## src/rtl/stopwatch_pkg.sv

```systemverilog
// Shared stopwatch definitions: run-control state encoding, ms-to-cycle helper
// and the default system clock frequency used by the stopwatch blocks.
package stopwatch_pkg;

  localparam int unsigned CLK_FREQ_DEFAULT = 100_000_000;

  typedef enum logic [1:0] {
    ST_IDLE    = 2'd0,
    ST_RUNNING = 2'd1,
    ST_STOPPED = 2'd2,
    ST_LAP     = 2'd3
  } sw_state_e;

  function automatic int unsigned ms_to_cycles(input int unsigned freq,
                                               input int unsigned ms);
    return (freq / 1000) * ms;
  endfunction

endpackage

```

## src/rtl/stopwatch_btn_debounce.sv

```systemverilog
// Button conditioner: 2-FF synchroniser, saturating stability counter and
// one-cycle rising-edge press strobe.
module btn_debounce #(
  parameter int unsigned DB_CYC = 10
) (
  input  logic clk,
  input  logic rst,
  input  logic btn_raw_i,
  output logic level_o,
  output logic press_o
);

  localparam int unsigned CW = (DB_CYC < 1) ? 1 : $clog2(DB_CYC + 1);
  localparam logic [CW-1:0] CNT_MAX = CW'(DB_CYC);

  logic          sync1_q;
  logic          sync2_q;
  logic          level_q;
  logic          press_q;
  logic [CW-1:0] cnt_q;

  // The counter only runs while the synchronised level disagrees with the
  // accepted level, so returning to the old level restarts the window.
  always_ff @(posedge clk or posedge rst) begin
    if (rst) begin
      sync1_q <= 1'b0;
      sync2_q <= 1'b0;
      level_q <= 1'b0;
      press_q <= 1'b0;
      cnt_q   <= '0;
    end else begin
      sync1_q <= btn_raw_i;
      sync2_q <= sync1_q;
      press_q <= 1'b0;
      if (sync2_q == level_q) begin
        cnt_q <= '0;
      end else if (cnt_q == CNT_MAX) begin
        level_q <= sync2_q;
        press_q <= sync2_q;
        cnt_q   <= '0;
      end else begin
        cnt_q <= cnt_q + 1'b1;
      end
    end
  end

  assign level_o = level_q;
  assign press_o = press_q;

endmodule

```

## src/rtl/stopwatch_ctrl.sv

```systemverilog
// Stopwatch run control: debounced start/stop and lap/clear buttons driving
// run enable, clear pulse and lap hold. Optional STOPWATCH_LONGPRESS_CLR_EN.
module stopwatch_ctrl
  import stopwatch_pkg::*;
#(
  parameter int unsigned CLK_FREQ     = CLK_FREQ_DEFAULT,
  parameter int unsigned DEBOUNCE_MS  = 10,
  parameter int unsigned LONGPRESS_MS = 2000
) (
  input  logic       clk,
  input  logic       rst,
  input  logic       btn_ss_raw,
  input  logic       btn_lc_raw,
  output logic       run_en,
  output logic       clr_pulse,
  output logic       lap_hold,
  output logic [1:0] state_dbg
);

  localparam int unsigned DB_CYC = ms_to_cycles(CLK_FREQ, DEBOUNCE_MS);

  logic ss_p;
  logic lc_p;
  logic lp_p;
  logic lc_level;
  logic ss_lvl_unused;

  btn_debounce #(.DB_CYC(DB_CYC)) u_db_ss (
    .clk       (clk),
    .rst       (rst),
    .btn_raw_i (btn_ss_raw),
    .level_o   (ss_lvl_unused),
    .press_o   (ss_p)
  );

  btn_debounce #(.DB_CYC(DB_CYC)) u_db_lc (
    .clk       (clk),
    .rst       (rst),
    .btn_raw_i (btn_lc_raw),
    .level_o   (lc_level),
    .press_o   (lc_p)
  );

`ifdef STOPWATCH_LONGPRESS_CLR_EN
  localparam int unsigned LP_CYC = ms_to_cycles(CLK_FREQ, LONGPRESS_MS);
  localparam int unsigned HW     = (LP_CYC < 2) ? 1 : $clog2(LP_CYC + 1);
  localparam logic [HW-1:0] HOLD_MAX  = HW'(LP_CYC);
  localparam logic [HW-1:0] HOLD_FIRE = HW'(LP_CYC - 1);

  logic [HW-1:0] hold_cnt_q;
  logic          lp_q;

  // Saturating at LP_CYC makes the fire match happen once per hold.
  always_ff @(posedge clk or posedge rst) begin
    if (rst) begin
      hold_cnt_q <= '0;
      lp_q       <= 1'b0;
    end else begin
      lp_q <= lc_level && (hold_cnt_q == HOLD_FIRE);
      if (!lc_level) begin
        hold_cnt_q <= '0;
      end else if (hold_cnt_q != HOLD_MAX) begin
        hold_cnt_q <= hold_cnt_q + 1'b1;
      end
    end
  end

  assign lp_p = lp_q;
`else
  logic lp_unused;
  assign lp_unused = lc_level ^ (LONGPRESS_MS != 0);
  assign lp_p      = 1'b0;
`endif

  sw_state_e state_q;
  logic      run_q;
  logic      clr_q;
  logic      lap_q;

  // Long press overrides everything; otherwise start/stop beats lap/clear.
  always_ff @(posedge clk or posedge rst) begin
    if (rst) begin
      state_q <= ST_IDLE;
      run_q   <= 1'b0;
      clr_q   <= 1'b0;
      lap_q   <= 1'b0;
    end else begin
      clr_q <= 1'b0;
      if (lp_p) begin
        state_q <= ST_IDLE;
        run_q   <= 1'b0;
        clr_q   <= 1'b1;
        lap_q   <= 1'b0;
      end else if (ss_p) begin
        unique case (state_q)
          ST_IDLE, ST_STOPPED: begin
            state_q <= ST_RUNNING;
            run_q   <= 1'b1;
            lap_q   <= 1'b0;
          end
          ST_RUNNING: begin
            state_q <= ST_STOPPED;
            run_q   <= 1'b0;
            lap_q   <= 1'b0;
          end
          ST_LAP: begin
            state_q <= ST_STOPPED;
            run_q   <= 1'b0;
            lap_q   <= 1'b1;
          end
        endcase
      end else if (lc_p) begin
        unique case (state_q)
          ST_IDLE: begin
            clr_q <= 1'b1;
          end
          ST_RUNNING: begin
            state_q <= ST_LAP;
            run_q   <= 1'b1;
            lap_q   <= 1'b1;
          end
          ST_LAP: begin
            state_q <= ST_RUNNING;
            run_q   <= 1'b1;
            lap_q   <= 1'b0;
          end
          ST_STOPPED: begin
            state_q <= ST_IDLE;
            run_q   <= 1'b0;
            clr_q   <= 1'b1;
            lap_q   <= 1'b0;
          end
        endcase
      end
    end
  end

  assign run_en    = run_q;
  assign clr_pulse = clr_q;
  assign lap_hold  = lap_q;
  assign state_dbg = state_q;

endmodule

```

## config.mk

```make
export PLATFORM = sky130hd
export DESIGN_NAME = stopwatch_ctrl
export DESIGN_NICKNAME = d
export VERILOG_FILES = /design/src/rtl/stopwatch_pkg.sv /design/src/rtl/stopwatch_btn_debounce.sv /design/src/rtl/stopwatch_ctrl.sv
export SDC_FILE = /design/constraint.sdc
export NUM_CORES = 1
export LEC_CHECK = 0
export ABC_AREA = 1
export BUFFER_PORTS_ARGS = -buffer_cell sky130_fd_sc_hd__buf_2
export CAP_MARGIN = 20
export CORE_MARGIN = 1.5
export CORE_UTILIZATION = 56
export DETAILED_ROUTE_END_ITERATION = 12
export PLACE_DENSITY = 0.84
export SLEW_MARGIN = 20
export SYNTH_ARGS = -nofsm -noshare
export SYNTH_HDL_FRONTEND = slang
export SYNTH_HIERARCHICAL = 1
export SYNTH_SLANG_ARGS = --single-unit
```

## constraint.sdc

```tcl
create_clock -name clk -period 1.37 [get_ports clk]
set_clock_uncertainty 0.2 [all_clocks]
set_input_delay 0.0685 -clock clk [delete_from_list [all_inputs] [get_ports clk]]
set_output_delay 0.0685 -clock clk [all_outputs]
set_load 0.01 [all_outputs]
```

==> results of run 1 <==
-- power groups by stage --
stage               sequential, mW  combinational [mW]  clock (mW)
finish                        1.62               0.319       0.891
global route                  1.62               0.335       0.940
CTS                           1.61               0.213       0.904
detailed placement            1.63               0.138           0
global placement              1.63               0.133           0
floorplan                     1.63              0.0775           0
-- per-layer routing --
metal  track usage [%]  up-vias
li1                  -     1340
met1              40.4     1529
met2              52.4      304
met3              5.15      108
met4              14.3        0
met5                 0        -
-- cell type report --
type,count,share of cell area (%)
Multi-Input combinational cell,269,43.2
Sequential cell,53,31.1
Timing Repair Buffer,95,17.9
Inverter,43,3.83
Clock buffer,7,2.02
Tap cell,67,1.96
-- repair_timing --
action | CTS | global route
pin swaps | 30 | 41
hold buffers | 3 | 0
endpoints found under the setup margin | 44 | 44
gates resized for setup | 65 | 57
setup buffers | 12 | 12
hold endpoints to repair | 55 | 0
-- how the worst max path moves through the flow --
| stage | from | to | slack, ns | cells past startpoint |
|---|---|---|---|---|
| finish | u_db_ss/cnt_q[1]$_DFF_PP0_ | u_db_ss/cnt_q[18]$_DFF_PP0_ | -0.55 | 7 |
| global route | u_db_ss/cnt_q[1]$_DFF_PP0_ | u_db_ss/cnt_q[18]$_DFF_PP0_ | -0.57 | 7 |
| CTS | u_db_lc/cnt_q[0]$_DFF_PP0_ | u_db_lc/press_o$_DFF_PP0_ | -0.25 | 8 |
| detailed placement | u_db_lc/cnt_q[0]$_DFF_PP0_ | u_db_lc/cnt_q[18]$_DFF_PP0_ | -0.27 | 7 |
| global placement | u_db_lc/level_o$_DFFE_PP0P_ | u_db_lc/cnt_q[3]$_DFF_PP0_ | -0.22 | 3 |
| floorplan | u_db_lc/cnt_q[0]$_DFF_PP0_ | u_db_lc/cnt_q[18]$_DFF_PP0_ | -0.07 | 8 |
-- stage by stage --
| stage | power (mW) | area [µm²] |
|---|---|---|
| 4_1_cts | 2.72 | 3950 |
| 6_report | 2.83 | 4280 |
| 3_5_place_dp | 1.77 | 3480 |
| 5_1_grt | 2.89 | 4280 |
| 3_3_place_gp | 1.76 | 3480 |
| 2_1_floorplan | 1.71 | 2880 |
-- worst max-delay path: cells and delay by family, from the launching register on --
family	cells	cell delay (ns)
compound gates	1	0.24
fa+ha+maj	1	0.19
flops	1	0.43
simple gates	5	0.78
-- cells by family (layout without fill, tap and decap cells) --
group	Yosys count	after routing	synth area share, %
buffers and inverters	43	145	5.63
adders and majority gates	4	4	1.74
DFF	53	53	46.2
and+or+nand+nor	226	226	36.3
xor gates and xnor gates	24	24	7.33
AOI/OAI and AO/OA	15	15	2.79
-- registers in the layout, summed over array words and instances, names as in the netlist --
signal,count
u_db_lc/level_o,1
u_db_ss/cnt_q,20
clr_pulse,1
lap_hold,1
run_en,1
u_db_ss/press_o,1
state_dbg,2
u_db_lc/sync2_q,1
u_db_lc/sync1_q,1
u_db_ss/sync1_q,1
u_db_ss/sync2_q,1
u_db_ss/level_o,1
u_db_lc/press_o,1
u_db_lc/cnt_q,20
-- placed cells by master (no fill, tap or decap), types with 8 or more instances in the layout --
| master | count |
|---|---|
| nor2_1 | 66 |
| nand3_2 | 14 |
| inv_2 | 9 |
| nand2_4 | 8 |
| buf_4 | 67 |
| nor2_4 | 14 |
| xor2_1 | 10 |
| buf_6 | 17 |
| dfrtp_1 | 48 |
| inv_1 | 33 |
| nor2_2 | 17 |
| nand3_1 | 17 |
| buf_2 | 8 |
| nand2_1 | 64 |
==> results_dict.tcl, run 1 <==
set metrics [dict create \
    combPwrFrac_pct 11.3 \
    die_x_um 74.6 \
    grtUsageTotal_pct 31.5 \
    synth_cell_types 21 \
    synth_top_area_share_pct 46.2 \
    wl_met2_um 4990 \
    fmax_mhz 520 \
    clk_pin_slew_ns 0.10 \
    num_vias 3281 \
    syn_nets 373 \
    final_nets 475 \
    cts-buffers-inserted 5 \
    placed_cells 503 \
    p_per_area_nw_per_um2 660 \
    crit_type "reg2reg" \
    die_h_um 74.6 \
    power.share.clock_pct 31.5 \
    place_ws_ns -0.265 \
    avgSynthCellArea_um2 7.86 \
    worstPathArrival_ns 1.93 \
    dr.max_layer_used "met4" \
    wl_per_cell_um 20.0 \
    switchingPower_mw 0.691 \
    num-fill-cells 208 \
    grt_pass1_wl_um 13100 \
    drt_pre_antenna_iters 7 \
    grt_overflow 0 \
    syn_inst 365 \
    port-buffer-count 8 \
    tns_ns -14.13 \
    insertion_delay_ns 0.30 \
    regToRegStartpoint "u_db_ss/cnt_q[1]$_DFF_PP0_" \
    ys_seq_area_share_pct 46.2 \
    worstRegToRegCells 7 \
    timing.hold.ws_ns 0.0281 \
    final_util_pct 88.9 \
    netlist_top_cells_count "nor2_1, nand2_1, dfrtp_1" \
    initial_utilization_pct 59.6 \
    relSlewSlack_pct 60.2 \
    dp_hpwl_um 4710 \
    final_cells 534 \
    endpoint_kind "flop" \
    ant_nets 0 \
    violations "setup timing" \
    power_frac_seq_pct 57.2 \
    hold_path_class "in2async" \
    crit_path_max_fanout 4 \
    row_count 25 \
    max_cap_viol_count 0 \
    intPower_mw 2.14 \
    setup_viol 44 \
    synth_flop_cell "dfrtp_1" \
    synth_area_leaders "dfrtp_1, nor2_1, nand2_1" \
    cts_tree "done" \
    leakage_nw 1.95 \
    crit_chain "ha_4 > nand2_4 > nor2_4 > nand3b_1 > o21bai_1 > nand2_1 > nor2_1" \
    grt_max_degree 25 \
    antenna_found_initial 0 \
    cpPeakStageDelay_ns 0.43 \
    antenna_cells 0 \
    core_area_um2 4820 \
    cts.sink_count 53 \
    wl_met3_um 1070 \
    wl_met1_um 3900 \
    drc 0 \
    rrSetupSlack_ns -0.55 \
    die-area_um2 5560 \
    synth_area_um2 2870 \
    power.share.switching_pct 24.5 \
    hold_viol 0 \
    post-route-min-period_ns 1.92 \
    fin_crit_sh_pct 140 \
    tightest_slew_ns 0.596 \
    r2r_end "u_db_ss/cnt_q[18]$_DFF_PP0_" \
    cp-start-kind "flop" \
    run_status "finished with violations" \
    synth_top_area_cell "dfrtp_1" \
    multiInputGateArea_um2 1850 \
    grt_pass1_vias 2850 \
    synth_edf_count 0 \
    num_io_pins 9 \
    setup_slack_ns -0.552 \
    routed_wl_um 10700 \
    worstPathRequired_ns 1.38 \
    drv_slew 0 \
    cts_buffer_depth 2 \
    grt_setup_unrepaired "yes" \
    yosysMostFrequentCell "nor2_1" \
    vias_per_cell 6.14 \
    gp_routability_congestion 0.889 \
    async_flop_share_pct 100 \
    yosysWarnings 6 \
    final_layout_size_suffix_gt1_share_pct 43.0 \
    cp_slowest_cell "dfrtp_1" \
    drtIter0Drc 522 \
    cts_root_buf "clkbuf_8" \
    area_growth_pct 49.2 \
    synth_seq_cells 53 \
    htree_levels 2 \
    ir_worst_vdd_v 0.000713 \
    regArea_um2 1330 \
]
(Power assumes the default switching activity.)
==> inputs of run 2 (changes only) <==
Settings changed: ABC_AREA 1 to default, CORE_UTILIZATION 56 to 55, PLACE_DENSITY 0.84 to 0.83.
==> results_dict.tcl, run 2 <==
set metrics [dict create \
    run_status "finished with violations" \
    violations "setup timing" \
    clk_pin_slew_ns 0.09 \
    ant_nets 0 \
    cts_tree "done" \
    worstPathRequired_ns 1.38 \
    drt_pre_antenna_iters 4 \
    synth_flop_cell "dfrtp_1" \
    setup_slack_ns -0.467 \
    post-route-min-period_ns 1.84 \
    initial_utilization_pct 56.8 \
    grt_pass1_wl_um 11400 \
    synth_edf_count 0 \
    synth_top_area_share_pct 49.8 \
    grtUsageTotal_pct 28.7 \
    mostFrequentLayoutCells "buf_4, dfrtp_1, nor2_1" \
    die-area_um2 5270 \
    ir_worst_vdd_v 0.000884 \
    tightest_slew_ns 0.354 \
    power_frac_seq_pct 52.0 \
    final_common_cell "buf_4" \
    grt_setup_unrepaired "yes" \
    cp_slowest_cell "dfrtp_2" \
    drc 0 \
    endpoint_kind "flop" \
    dp_hpwl_um 4000 \
    synth_seq_cells 53 \
    cp-start-kind "flop" \
    max_cap_viol_count 0 \
    num_vias 2452 \
    area_growth_pct 38.5 \
    setup_viol 44 \
    cts_buffer_depth 2 \
    fin_crit_sh_pct 134 \
    grt_max_degree 25 \
    insertion_delay_ns 0.31 \
    power.share.switching_pct 22.0 \
    worstPathArrival_ns 1.84 \
    avgSynthCellArea_um2 10.0 \
    synth_cell_types 37 \
    p_total_mw 3.09 \
    antenna_found_initial 0 \
    gp_routability_congestion 0.848 \
    combPwrFrac_pct 7.4 \
    cts-buffers-inserted 5 \
    syn_inst 266 \
    crit_path_max_fanout 5 \
    placed_cells 368 \
    hold_viol 0 \
    intPower_mw 2.41 \
    syn_nets 274 \
    cpPeakStageDelay_ns 0.47 \
    row_count 25 \
    synth_area_leaders "dfrtp_1, xor2_1, nor2_1" \
    async_flop_share_pct 100 \
    crit_chain "nor4_4 > nand3_2 > o21ai_4 > buf_4 > nor2_1" \
    die_x_um 72.6 \
    grt_pass1_vias 2412 \
    final_nets 351 \
    ys_seq_area_share_pct 49.8 \
    relSlewSlack_pct 76.2 \
    yosysMostFrequentCell "dfrtp_1" \
    num-fill-cells 255 \
    antenna_cells 0 \
    final_cells 398 \
    tns_ns -17.59 \
    switchingPower_mw 0.681 \
    timing.hold.ws_ns 0.0759 \
    vias_per_cell 6.16 \
    yosysWarnings 6 \
    die_h_um 72.6 \
    fmax_mhz 544 \
    p_per_area_nw_per_um2 837 \
    netlist_top_cells_count "dfrtp_1, nor2_1, nand3_1" \
    synth_area_um2 2670 \
    grt_overflow 0 \
    hold_path_class "in2async" \
    routed_wl_um 8040 \
    htree_levels 2 \
    synth_top_area_cell "dfrtp_1" \
    drtIter0Drc 217 \
    leakage_nw 1.64 \
    crit_type "reg2reg" \
    wl_per_cell_um 20.2 \
    cts_root_buf "clkbuf_8" \
    final_layout_size_suffix_gt1_share_pct 45.1 \
    port-buffer-count 8 \
    num_io_pins 9 \
    core_area_um2 4690 \
    cts.sink_count 53 \
    power.share.clock_pct 40.6 \
    drv_slew 0 \
]
run 2: cell types whose count changed after synthesis, moves of 8 or more:
cell     delta
nand2_1    -55
nand3_1    -16
a21oi_1    +10
inv_1      -23
nor4_1      +8
nor2_2     -10
nor2_1     -52
run 2: power by group through the flow:
stage          Combinational (mW)  Sequential, mW  Clock [mW]
2_1_floorplan              0.0867            1.63           0
3_3_place_gp                0.128            1.63           0
3_5_place_dp                0.135            1.64           0
4_1_cts                     0.177            1.60        1.26
5_1_grt                     0.247            1.61        1.34
6_report                    0.229            1.61        1.25
run 2: through the flow:
step	instance area, µm²	utilization (%)	setup WS (ns)
detailed placement	3150	67.0	-0.369
finish	3690	78.7	-0.467
global placement	3150	67.0	-0.334
global route	3690	78.7	-0.530
CTS	3510	74.8	-0.378
floorplan	2750	-	-0.226
run 2: cells by family after synthesis:
family / synth area share (%)
AOI/OAI and AO/OA: 7.84
xor gates and xnor gates: 8.22
adders and majority gates: 1.88
buffers and inverters: 5.21
DFF: 49.8
muxes: 0.845
and+or+nand+nor: 26.2
run 2: layout make-up:
cell class	instances	area, µm²	area share (%)
multi-input combinational	186	1480	40.0
sequential	53	1330	36.0
inverter	15	56.3	1.52
clock buffer	5	68.8	1.86
timing repair buffer	82	629	17.0
tap	54	67.6	1.83
clock inverter	3	65.1	1.76
run 2: final timing paths:
check / depth (start not counted) / startpoint / slack, ns / to
min in group clk: 0 / u_db_lc/sync1_q$_DFF_PP0_ / 0.15 / u_db_lc/sync2_q$_DFF_PP0_
setup reg to reg: 5 / u_db_ss/cnt_q[13]$_DFF_PP0_ / -0.47 / u_db_ss/cnt_q[10]$_DFF_PP0_
max in group asynchronous: 4 / rst / 0.47 / u_db_lc/cnt_q[2]$_DFF_PP0_
hold / removal: 3 / rst / 0.08 / lap_hold$_DFFE_PP0P_
hold reg to reg: 0 / u_db_lc/sync1_q$_DFF_PP0_ / 0.15 / u_db_lc/sync2_q$_DFF_PP0_
setup / recovery: 5 / u_db_ss/cnt_q[13]$_DFF_PP0_ / -0.47 / u_db_ss/cnt_q[10]$_DFF_PP0_
run 2: worst max-delay path, delay by kind of cell (launching register included):
kind | cells | cell delay (ns)
and+or+nand+nor | 3 | 0.60
DFF | 1 | 0.47
AOI/OAI and AO/OA | 1 | 0.26
buffers and inverters | 1 | 0.20
run 2: per-layer routing:
layer  GRT usage (%)  share of wire [%]
met1            30.8                 37
met5               0                  0
met2            53.7                 54
met4            14.5                5.3
met3            4.83                3.8
run 2: what timing repair did:
item	CTS	global route
endpoints found under the hold margin	55	0
setup endpoints to repair	44	44
gates resized for setup	34	31
hold buffers	3	0
buffers inserted	10	6
pin swaps	5	8
cloned	2	1
==> inputs of run 3 (changes only) <==
Settings changed: SYNTH_HIERARCHICAL 1 to default.
==> results_dict.tcl, run 3 <==
set metrics [dict create \
    run_status "finished with violations" \
    violations "setup timing" \
    row_count 24 \
    cts-buffers-inserted 5 \
    cts_tree "done" \
    placed_cells 367 \
    cts_buffer_depth 2 \
    multiInputGateArea_um2 1330 \
    critPathBufInv 1 \
    drc 0 \
    synth_flop_cell "dfrtp_1" \
    synth_top_area_cell "dfrtp_1" \
    synth_cell_types 35 \
    insertion_delay_ns 0.32 \
    setup_viol 44 \
    final_nets 342 \
    final_util_pct 80.5 \
    cp-start-kind "flop" \
    synth_area_leaders "dfrtp_1, xnor2_1, nor2_1" \
    crit_chain "inv_1 > ha_1 > or4b_4 > nor4_4 > nand4_1 > mux2_1" \
    setup_slack_ns -0.724 \
    wl_met1_um 3110 \
    fmax_mhz 478 \
    p_total_mw 2.96 \
    synth_area_um2 2550 \
    final_common_cell "buf_4" \
    port-buffer-count 8 \
    antenna_found_initial 0 \
    worstPathArrival_ns 2.10 \
    drtIter0Drc 275 \
    gp_routability_congestion 0.849 \
    num_io_pins 9 \
    dp_hpwl_um 4090 \
    grt_pass1_wl_um 11100 \
    leakage_nw 1.55 \
    worstPathRequired_ns 1.37 \
    grtUsageTotal_pct 28.4 \
    yosysMostFrequentCell "dfrtp_1" \
    syn_inst 255 \
    num-fill-cells 232 \
    post-route-min-period_ns 2.09 \
    antenna_cells 0 \
    cts_root_buf "clkbuf_8" \
    async_flop_share_pct 100 \
    ant_nets 0 \
    crit_path_max_fanout 2 \
    clk_pin_slew_ns 0.10 \
    relSlewSlack_pct 63.1 \
    max_cap_viol_count 0 \
    area_growth_pct 39.3 \
    die_h_um 71.1 \
    hold_path_class "in2async" \
    synth_edf_count 0 \
    ir_worst_vdd_v 0.000869 \
    hold_viol 0 \
    drt_pre_antenna_iters 7 \
    regArea_um2 1330 \
    path_delay_family "simple AND/OR/NAND/NOR gates" \
    grt_pass1_vias 2274 \
    routed_wl_um 7700 \
    mostFrequentLayoutCells "buf_4, dfrtp_1, nor2_1, xnor2_1, nand2_1" \
    synth_seq_cells 53 \
    p_per_area_nw_per_um2 833 \
    drv_slew 0 \
    tightest_slew_ns 0.549 \
    grt_max_degree 39 \
    yosysWarnings 0 \
    die_x_um 71.1 \
    wl_met3_um 528 \
    grt_overflow 0 \
    netlist_top_cells_count "dfrtp_1, nor2_1, xnor2_1" \
    cpPeakStageDelay_ns 0.47 \
    dr.max_layer_used "met4" \
    wl_met2_um 3810 \
    fin_crit_sh_pct 153 \
    htree_levels 2 \
    num_vias 2396 \
    avgSynthCellArea_um2 10.0 \
    final_cells 387 \
    crit_type "reg2reg" \
    final_layout_size_suffix_gt1_share_pct 36.1 \
    ys_seq_area_share_pct 52.0 \
    rrSetupSlack_ns -0.72 \
    synth_top_area_share_pct 52.0 \
    initial_utilization_pct 57.8 \
    core_area_um2 4410 \
    syn_nets 263 \
    cts.sink_count 53 \
    vias_per_cell 6.19 \
    endpoint_kind "flop" \
    cp_slowest_cell "or4b_4" \
    die-area_um2 5060 \
    wl_per_cell_um 19.9 \
    grt_setup_unrepaired "yes" \
]
[run 3: cell count changes in the layout (fill, tap and decap cells not counted), sizes merged, moves of 7 or more]
cell   change
a21oi      -7
xnor2     +16
and3       -7
xor2       -9
nor2      +12
[run 3: logic make-up (layout without fill, tap and decap cells)]
logic type,count (synthesis),count (layout),share of synthesized area [%]
AND/OR/NAND/NOR,124,124,25.9
flip-flops,53,53,52.0
XOR/XNOR,32,32,11.0
AO/OA/AOI/OAI,21,21,5.05
buffers and inverters,19,99,3.24
adder cells (fa/ha/maj),4,4,1.96
multiplexers,2,2,0.883
[run 3: path summary, 6_finish.rpt]
kind | start | end | cells after the start
worst max-delay path | u_db_lc.cnt_q[0]$_DFF_PP0_ | u_db_lc.level_o$_DFFE_PP0P_ | 6
worst min-delay path | rst | state_dbg[0]$_DFFE_PP0P_ | 3
worst max register to register | u_db_lc.cnt_q[0]$_DFF_PP0_ | u_db_lc.level_o$_DFFE_PP0P_ | 6
worst min register to register | u_db_ss.sync1_q$_DFF_PP0_ | u_db_ss.sync2_q$_DFF_PP0_ | 0
max in group asynchronous | rst | u_db_ss.cnt_q[0]$_DFF_PP0_ | 4
min in group clk | u_db_ss.sync1_q$_DFF_PP0_ | u_db_ss.sync2_q$_DFF_PP0_ | 0
[run 3: worst reg2reg max path, delay by kind of cell (launching register included)]
family,cells,cell delay [ns]
and+or+nand+nor,3,0.83
DFF,1,0.40
muxes,1,0.36
adders and majority gates,1,0.14
buffers and inverters,1,0.07
[run 3: stage by stage]
step	hold WS (ns)	area, µm²	setup TNS, ns	worst slack [ns]
floorplan	-0.100	2610	-16.84	-0.616
global placement	-0.132	3120	-20.46	-0.616
detailed placement	-0.108	3120	-22.95	-0.681
CTS	0.0998	3390	-24.52	-0.671
global route	0.113	3550	-27.70	-0.813
finish	0.0831	3550	-25.35	-0.724
[run 3: what timing repair did]
action / in CTS / in global routing
pin swaps: 8 / 12
hold endpoints to repair: 55 / 0
resized for setup: 25 / 20
endpoints found under the setup margin: 44 / 44
hold buffers: 3 / 0
cloned: 0 / 2
setup buffers: 2 / 6
[run 3: routing by layer]
layer / up-vias / track usage [%]
met3: 30 / 5.41
met1: 1191 / 38.0
met4: 0 / 12.6
met2: 133 / 45.3
li1: 1042 / -
met5: - / 0
[run 3: area by class of cell]
cell class | instances | share of cell area, %
clock buffer | 6 | 2.32
clock inverter | 2 | 1.06
inverter | 11 | 1.41
multi-input combinational | 183 | 37.3
sequential | 53 | 37.3
tap | 52 | 1.83
timing repair buffer | 80 | 18.8
[run 3: report_power, final]
part / switching, mW / total, mW / internal [mW]
combinational: 0.122 / 0.231 / 0.108
sequential: 0.0168 / 1.60 / 1.58
clock: 0.536 / 1.13 / 0.595
